File: config.mk
export PLATFORM = sky130hd
export DESIGN_NAME = reg_sequencer
export DESIGN_NICKNAME = d
export VERILOG_FILES = /design/src/rtl/reg_seq_pkg.sv /design/src/rtl/seq_decode.sv /design/src/rtl/reg_sequencer.sv
export SDC_FILE = /design/constraint.sdc
export NUM_CORES = 1
export LEC_CHECK = 0
export ABC_AREA = 1
export BUFFER_PORTS_ARGS = -buffer_cell sky130_fd_sc_hd__clkbuf_2
export CAP_MARGIN = 20
export CELL_PAD_IN_SITES_DETAIL_PLACEMENT = 0
export CELL_PAD_IN_SITES_GLOBAL_PLACEMENT = 2
export CORE_MARGIN = 2
export CORE_UTILIZATION = 29
export CTS_CLUSTER_DIAMETER = 200
export DETAILED_ROUTE_END_ITERATION = 10
export GPL_TIMING_DRIVEN = 0
export PLACE_DENSITY_LB_ADDON = 0.1
export SLEW_MARGIN = 20
export SYNTH_ARGS = -nofsm -noshare
export SYNTH_HDL_FRONTEND = slang
export SYNTH_SLANG_ARGS = --single-unit
File: constraint.sdc
create_clock -name clock -period 2.6 [get_ports clock]
set_clock_uncertainty 0.1 [all_clocks]
set_input_delay 0.13 -clock clock [delete_from_list [all_inputs] [get_ports clock]]
set_output_delay 0.13 -clock clock [all_outputs]
set_load 0.005 [all_outputs]
File: src/rtl/reg_seq_pkg.sv
// Shared types and constants for the reg_sequencer fetch/decode/execute controller:
// state encoding, instruction field positions, selector constants and operand classification.
package reg_seq_pkg;

   typedef enum logic [2:0] {
      FETCH,
      DECODE,
      SRC_READ,
      DST_WRITE,
      COMMIT,
      HALT,
      ERROR
   } seq_state_e;

   localparam int DST_HI    = 15;
   localparam int DST_LO    = 13;
   localparam int SRC_HI    = 12;
   localparam int SRC_LO    = 10;
   localparam int STORE_BIT = 9;
   localparam int INC_BIT   = 8;
   localparam int DEC_BIT   = 7;
   localparam int IMM_HI    = 6;
   localparam int IMM_LO    = 0;

   localparam logic [2:0] SEL_PC    = 3'd0;
   localparam logic [2:0] SEL_FLAGS = 3'd4;

   // r1..r3 hold memory addresses; PC, flags and the upper registers are direct operands.
   function automatic logic is_mem_operand(input logic [2:0] sel);
      return !sel[2] && (sel != SEL_PC);
   endfunction

endpackage

File: src/rtl/seq_decode.sv
// Combinational instruction decoder: splits the instruction register into register_block
// selects, immediate, and the store/increment/decrement controls used by the sequencer.
module seq_decode
   import reg_seq_pkg::*;
(
   input  logic [15:0] instr,
   output logic [2:0]  dst_sel,
   output logic [2:0]  src_sel,
   output logic [6:0]  imm,
   output logic        store_en,
   output logic        inc_en,
   output logic        dec_en,
   output logic        src_is_mem,
   output logic        dst_is_mem,
   output logic        src_is_imm,
   output logic        dst_is_flags
);

   always_comb begin
      dst_sel      = instr[DST_HI:DST_LO];
      src_sel      = instr[SRC_HI:SRC_LO];
      imm          = instr[IMM_HI:IMM_LO];
      store_en     = instr[STORE_BIT];
      inc_en       = instr[INC_BIT];
      dec_en       = instr[DEC_BIT];
      src_is_mem   = is_mem_operand(src_sel);
      dst_is_mem   = is_mem_operand(dst_sel);
      src_is_imm   = (src_sel == SEL_FLAGS);
      dst_is_flags = (dst_sel == SEL_FLAGS);
   end

endmodule

File: src/rtl/reg_sequencer.sv
// Multi-cycle fetch/decode/execute controller owning PC, instruction register and the memory port.
// Optional SEQ_HALT_EN: instruction 16'h0000 halts the core instead of acting as a NOP.
module reg_sequencer
   import reg_seq_pkg::*;
#(
   parameter logic [15:0] RESET_PC    = 16'h0000,
   parameter int unsigned ACK_TIMEOUT = 64
) (
   input  logic        clock,
   input  logic        reset,
   output logic        mem_req,
   output logic        mem_we,
   output logic [15:0] mem_addr,
   output logic [15:0] mem_wdata,
   input  logic [15:0] mem_rdata,
   input  logic        mem_ack,
   output logic [15:0] pc,
   output logic [2:0]  source_select,
   output logic [2:0]  destination_select,
   output logic [6:0]  immediate,
   output logic        source_immediate,
   output logic [15:0] destination_write,
   output logic        store_value,
   output logic        set_flags,
   output logic        pre_increment,
   output logic        post_increment,
   output logic        decrement,
   input  logic [15:0] source_out,
   input  logic [15:0] destination_out,
   output logic        halted,
   output logic        bus_error
);

   localparam int WAIT_W = $clog2(ACK_TIMEOUT + 1) + 1;

   seq_state_e        state_q, state_d;
   logic [15:0]       pc_q, pc_d;
   logic [15:0]       instr_q, instr_d;
   logic [15:0]       operand_q, operand_d;
   logic [WAIT_W-1:0] wait_q, wait_d;
   logic              mem_req_q, mem_req_d;
   logic              mem_we_q, mem_we_d;
   logic [15:0]       dest_write_q, dest_write_d;
   logic              store_value_q, store_value_d;
   logic              set_flags_q, set_flags_d;
   logic              pre_inc_q, pre_inc_d;
   logic              post_inc_q, post_inc_d;
   logic              decrement_q, decrement_d;
   logic              bus_error_q, bus_error_d;

   logic [2:0] dst_sel, src_sel;
   logic [6:0] imm;
   logic       store_en, inc_en, dec_en, src_is_mem, dst_is_mem, src_is_imm, dst_is_flags;
   logic       acked, awaiting, timed_out;
   seq_state_e exec_next;

   seq_decode u_decode (
      .instr        (instr_q),
      .dst_sel      (dst_sel),
      .src_sel      (src_sel),
      .imm          (imm),
      .store_en     (store_en),
      .inc_en       (inc_en),
      .dec_en       (dec_en),
      .src_is_mem   (src_is_mem),
      .dst_is_mem   (dst_is_mem),
      .src_is_imm   (src_is_imm),
      .dst_is_flags (dst_is_flags)
   );

   // An ack only counts while our request is actually on the bus.
   assign acked     = mem_req_q && mem_ack;
   assign awaiting  = mem_req_q && !mem_ack;
   assign timed_out = (ACK_TIMEOUT != 0) && (wait_q == WAIT_W'(ACK_TIMEOUT - 1));
   assign exec_next = (store_en && dst_is_mem) ? DST_WRITE : COMMIT;

   always_comb begin
      state_d   = state_q;
      pc_d      = pc_q;
      instr_d   = instr_q;
      operand_d = operand_q;
      wait_d    = '0;
      case (state_q)
         FETCH: if (acked) begin
            instr_d = mem_rdata;
            state_d = DECODE;
         end
         DECODE: begin
`ifdef SEQ_HALT_EN
            if (instr_q == 16'h0000) state_d = HALT;
            else
`endif
            if (src_is_mem) state_d = SRC_READ;
            else begin
               operand_d = source_out;
               state_d   = exec_next;
            end
         end
         SRC_READ: if (acked) begin
            operand_d = mem_rdata;
            state_d   = exec_next;
         end
         DST_WRITE: if (acked) state_d = COMMIT;
         COMMIT: begin
            pc_d    = (store_en && dst_sel == SEL_PC) ? operand_q : pc_q + 16'd1;
            state_d = FETCH;
         end
         default: ;
      endcase
      if (awaiting) begin
         if (timed_out) state_d = ERROR;
         else           wait_d  = wait_q + 1'b1;
      end

      // Outputs are registered: compute what they must be in the state being entered.
      mem_req_d     = (state_d == FETCH) || (state_d == SRC_READ) || (state_d == DST_WRITE);
      mem_we_d      = (state_d == DST_WRITE);
      pre_inc_d     = (state_d == DST_WRITE) && inc_en && dec_en;
      post_inc_d    = (state_d == COMMIT) && inc_en;
      decrement_d   = pre_inc_d || ((state_d == COMMIT) && dec_en);
      dest_write_d  = (state_d == COMMIT) ? operand_d : 16'h0000;
      store_value_d = (state_d == COMMIT) && store_en && !dst_is_mem;
      set_flags_d   = (state_d == COMMIT) && store_en && !dst_is_flags;
      bus_error_d   = bus_error_q || (state_d == ERROR);
   end

   always_ff @(posedge clock or posedge reset) begin
      if (reset) begin
         state_q       <= FETCH;
         pc_q          <= RESET_PC;
         instr_q       <= '0;
         operand_q     <= '0;
         wait_q        <= '0;
         mem_req_q     <= 1'b0;
         mem_we_q      <= 1'b0;
         dest_write_q  <= '0;
         store_value_q <= 1'b0;
         set_flags_q   <= 1'b0;
         pre_inc_q     <= 1'b0;
         post_inc_q    <= 1'b0;
         decrement_q   <= 1'b0;
         bus_error_q   <= 1'b0;
      end else begin
         state_q       <= state_d;
         pc_q          <= pc_d;
         instr_q       <= instr_d;
         operand_q     <= operand_d;
         wait_q        <= wait_d;
         mem_req_q     <= mem_req_d;
         mem_we_q      <= mem_we_d;
         dest_write_q  <= dest_write_d;
         store_value_q <= store_value_d;
         set_flags_q   <= set_flags_d;
         pre_inc_q     <= pre_inc_d;
         post_inc_q    <= post_inc_d;
         decrement_q   <= decrement_d;
         bus_error_q   <= bus_error_d;
      end
   end

`ifdef SEQ_HALT_EN
   logic halted_q;
   always_ff @(posedge clock or posedge reset) begin
      if (reset) halted_q <= 1'b0;
      else       halted_q <= (state_d == HALT);
   end
   assign halted = halted_q;
`else
   assign halted = 1'b0;
`endif

   // Data-side addresses follow register_block live, so pre-decremented bases appear directly.
   always_comb begin
      case (state_q)
         SRC_READ:  mem_addr = source_out;
         DST_WRITE: mem_addr = destination_out;
         default:   mem_addr = pc_q;
      endcase
   end

   assign mem_req            = mem_req_q;
   assign mem_we             = mem_we_q;
   assign mem_wdata          = operand_q;
   assign pc                 = pc_q;
   assign source_select      = src_sel;
   assign destination_select = dst_sel;
   assign immediate          = imm;
   assign source_immediate   = src_is_imm;
   assign destination_write  = dest_write_q;
   assign store_value        = store_value_q;
   assign set_flags          = set_flags_q;
   assign pre_increment      = pre_inc_q;
   assign post_increment     = post_inc_q;
   assign decrement          = decrement_q;
   assign bus_error          = bus_error_q;

endmodule

==> results.sh <==
export IMPL_status="complete, no violations"
export IMPL_synth_seq_area_share_pct=46.54
export IMPL_postCtsHoldBufs=18
export IMPL_synth_edf_count=0
export IMPL_wl_met3_um=746
export IMPL_worstPathArrival_ns=2.05
export IMPL_p_leak_nw=3.099
export IMPL_ys_ff_latch=83
export IMPL_hpwl_mm=12.44
export IMPL_gp_congestion=0.8731
export IMPL_clock_sinks=83
export IMPL_slew_headroom_pct=57.99
export IMPL_synth_cell_area_mm2=0.004463
export IMPL_setup_tns_ns=0
export IMPL_synth_most_common_cell="nand2_1"
export IMPL_crit_type="reg2out"
export IMPL_rows=45
export IMPL_grt_pass1_vias=4318
export IMPL_clk_latency_ns=0.35
export IMPL_wirelength_mm=16.12
export IMPL_postCtsSetupBuffers=0
export IMPL_port_buffer_count=136
export IMPL_synth_area_top_cells="dfrtp_1 (47%), nand2_1 (12%), inv_1 (7.9%)"
export IMPL_final_cells=932
export IMPL_initial_core_util_pct=29.47
export IMPL_die_w_um=128.1
export IMPL_drt_antenna_violating_nets=0
export IMPL_synth_top_cell_area_share_pct=46.54
export IMPL_dp_cells=898
export IMPL_tightest_slew_ns=0.6278
export IMPL_num_vias=4477
export IMPL_drt_first_iter_violations=325
export IMPL_finalHoldViolCount=0
export IMPL_route_detailed_drc=0
export IMPL_crit_path_end_kind="output pin"
export IMPL_areaGrowthSynthToFinish_pct=31.46
export IMPL_synthDistinctLibCells=42
export IMPL_rsz0062_at_grt="no"
export IMPL_wl_met2_mm=7.382
export IMPL_fin_crit_sh_pct=87.80
export IMPL_hold_path_class="in2reg"
export IMPL_clk_path_buf_depth=2
export IMPL_fp_dieArea_mm2=0.01640
export IMPL_dr_pass1_iters=5
export IMPL_numCtsBuffers=9
export IMPL_worstPathRequired_ns=2.37
export IMPL_cap_violations=0
export IMPL_setup_viol=0
export IMPL_routed_top_layer="met4"
export IMPL_holdPathStages=5
export IMPL_cts_tree="done"
export IMPL_synth_nets=626
export IMPL_antenna_found_initial=0
export IMPL_cts_resized=0
export IMPL_fin_crit_ns=2.283
export IMPL_yosysWarningCount=0
export IMPL_coreArea_mm2=0.01515
export IMPL_drive_gt1_share_pct=25.27
export IMPL_cts_htree_levels=3
export IMPL_synth_ff_type="dfrtp_1"
export IMPL_layout_nets=792
export IMPL_cts_root_buffer="clkbuf_16"
export IMPL_peakVddDrop_v=0.0002758
export IMPL_drt_met1_wl_mm=7.717
export IMPL_grt_usage_pct=20.06
export IMPL_synthCells=573
export IMPL_drv_slew=0
export IMPL_fmax_mhz=438.1
export IMPL_clk_pin_slew_ns=0.06
export IMPL_synthArstFlopShare_pct=100.0
export IMPL_diodes=0
export IMPL_start_kind="register"
export IMPL_wl_per_cell_um=17.29
export IMPL_final_util_pct=38.74
export IMPL_grt_max_degree=43
export IMPL_synth_top_cells_by_count="nand2_1 (137), inv_1 (94), dfrtp_1 (83), o21ai_0 (69), nor2_1 (38)"
export IMPL_via_per_inst=4.804
export IMPL_regToRegSetupSlack_ns=0.45
export IMPL_reg2reg_depth=10
export IMPL_whs_ns=0.06938
export IMPL_power_total_mw=2.646
export IMPL_die_h_um=128.1
export IMPL_grt_pass1_wl_mm=24.78
export IMPL_syn_avg_cell_area_um2=7.789
export IMPL_crit_fanout=10
export IMPL_io_pins=138
export IMPL_power_density_mw_per_mm2=451.0
export IMPL_gr_total_overflow=0
export IMPL_yosysTopAreaCell="dfrtp_1"
==> critical path, stage by stage (launching register included) <==
cell      delay, ns
dfrtp_1        0.48
nand2_1        0.14
nor2_4         0.26
clkbuf_1       0.43
nand2_1        0.11
o211ai_1       0.12
clkbuf_2       0.15
==> cell usage in the layout, fill, tap and decap left out, drive strengths merged <==
cell type / Yosys / routed
a21oi: 37 / 37
xnor2: 1 / 1
nand2: 140 / 140
a31oi: 3 / 3
buf: 9 / 10
clkinvlp: 0 / 1
inv: 98 / 100
a32o: 1 / 1
nor2: 42 / 42
o32ai: 1 / 1
dlygate4sd3: 0 / 18
o21a: 1 / 1
conb: 1 / 1
nand3: 31 / 31
dfrtp: 83 / 83
a22oi: 2 / 2
bufinv: 1 / 1
and3: 1 / 1
xor2: 2 / 2
or2: 1 / 1
nand4: 7 / 7
o221ai: 9 / 9
ha: 2 / 2
o21ai: 69 / 69
nor3: 4 / 4
clkinv: 0 / 2
nor3b: 2 / 2
o22ai: 7 / 7
clkbuf: 11 / 158
o211ai: 7 / 7
==> kinds of logic (layout without fill, tap and decap cells) <==
family	count (synthesis)	in the layout	synth area share, %
AND/OR/NAND/NOR	228	228	23.32
AO/OA/AOI/OAI	137	137	17.91
buffers and inverters	119	290	10.99
flip-flops	83	83	46.54
XOR/XNOR	3	3	0.5888
adder cells (fa/ha/maj)	2	2	0.5606
other	1	1	0.08402
==> path summary, 6_finish.rpt <==
check	startpoint	endpoint
max reg2reg	wait_q[0]	destination_write[9]
min in group asynchronous	reset	instr_q[14]
max in group asynchronous	reset	mem_wdata[11]
min reg2reg	wait_q[0]	wait_q[0]
max	state_q[1]	mem_addr[6]
min	source_out[13]	mem_wdata[13]
==> cell type report <==
cell class,instances,area (µm²)
Buffer,20,102.6
Clock buffer,11,242.7
Clock inverter,5,35.03
Fill cell,1668,9279
Inverter,99,390.4
Multi-Input combinational cell,371,1896
Sequential cell,83,2077
Tap cell,188,235.2
Timing Repair Buffer,155,888.4
==> state kept, by name (all words and copies together) (netlist names), 3 cells and up <==
register and cells:
destination_write 16, instr_q 16, mem_wdata 16, pc 16, state_q 3, wait_q 8
==> metal layers <==
layer  track usage [%]  up-vias
li1                  -     2191
met1             28.82     2130
met2             31.17      140
met3             2.671       16
met4             6.852        0
met5                 0        -
==> per-stage QoR <==
step,cell area (µm²),worst slack (ns)
final,5867,0.3172
after global routing,5867,0.1309
after CTS,5867,0.2695
after detailed placement,5409,0.4401
after global placement,5379,-1.045
after floorplan,4463,0.2332
==> where the power goes <==
part,total [mW],leakage [nW],switching (mW),internal [mW]
logic,0.118,1.88,0.0641,0.0541
registers,1.29,1.09,0,1.29
clock network,1.24,0.136,0.559,0.678
total,2.65,3.10,0.623,2.02
(Power assumes the default switching activity.)
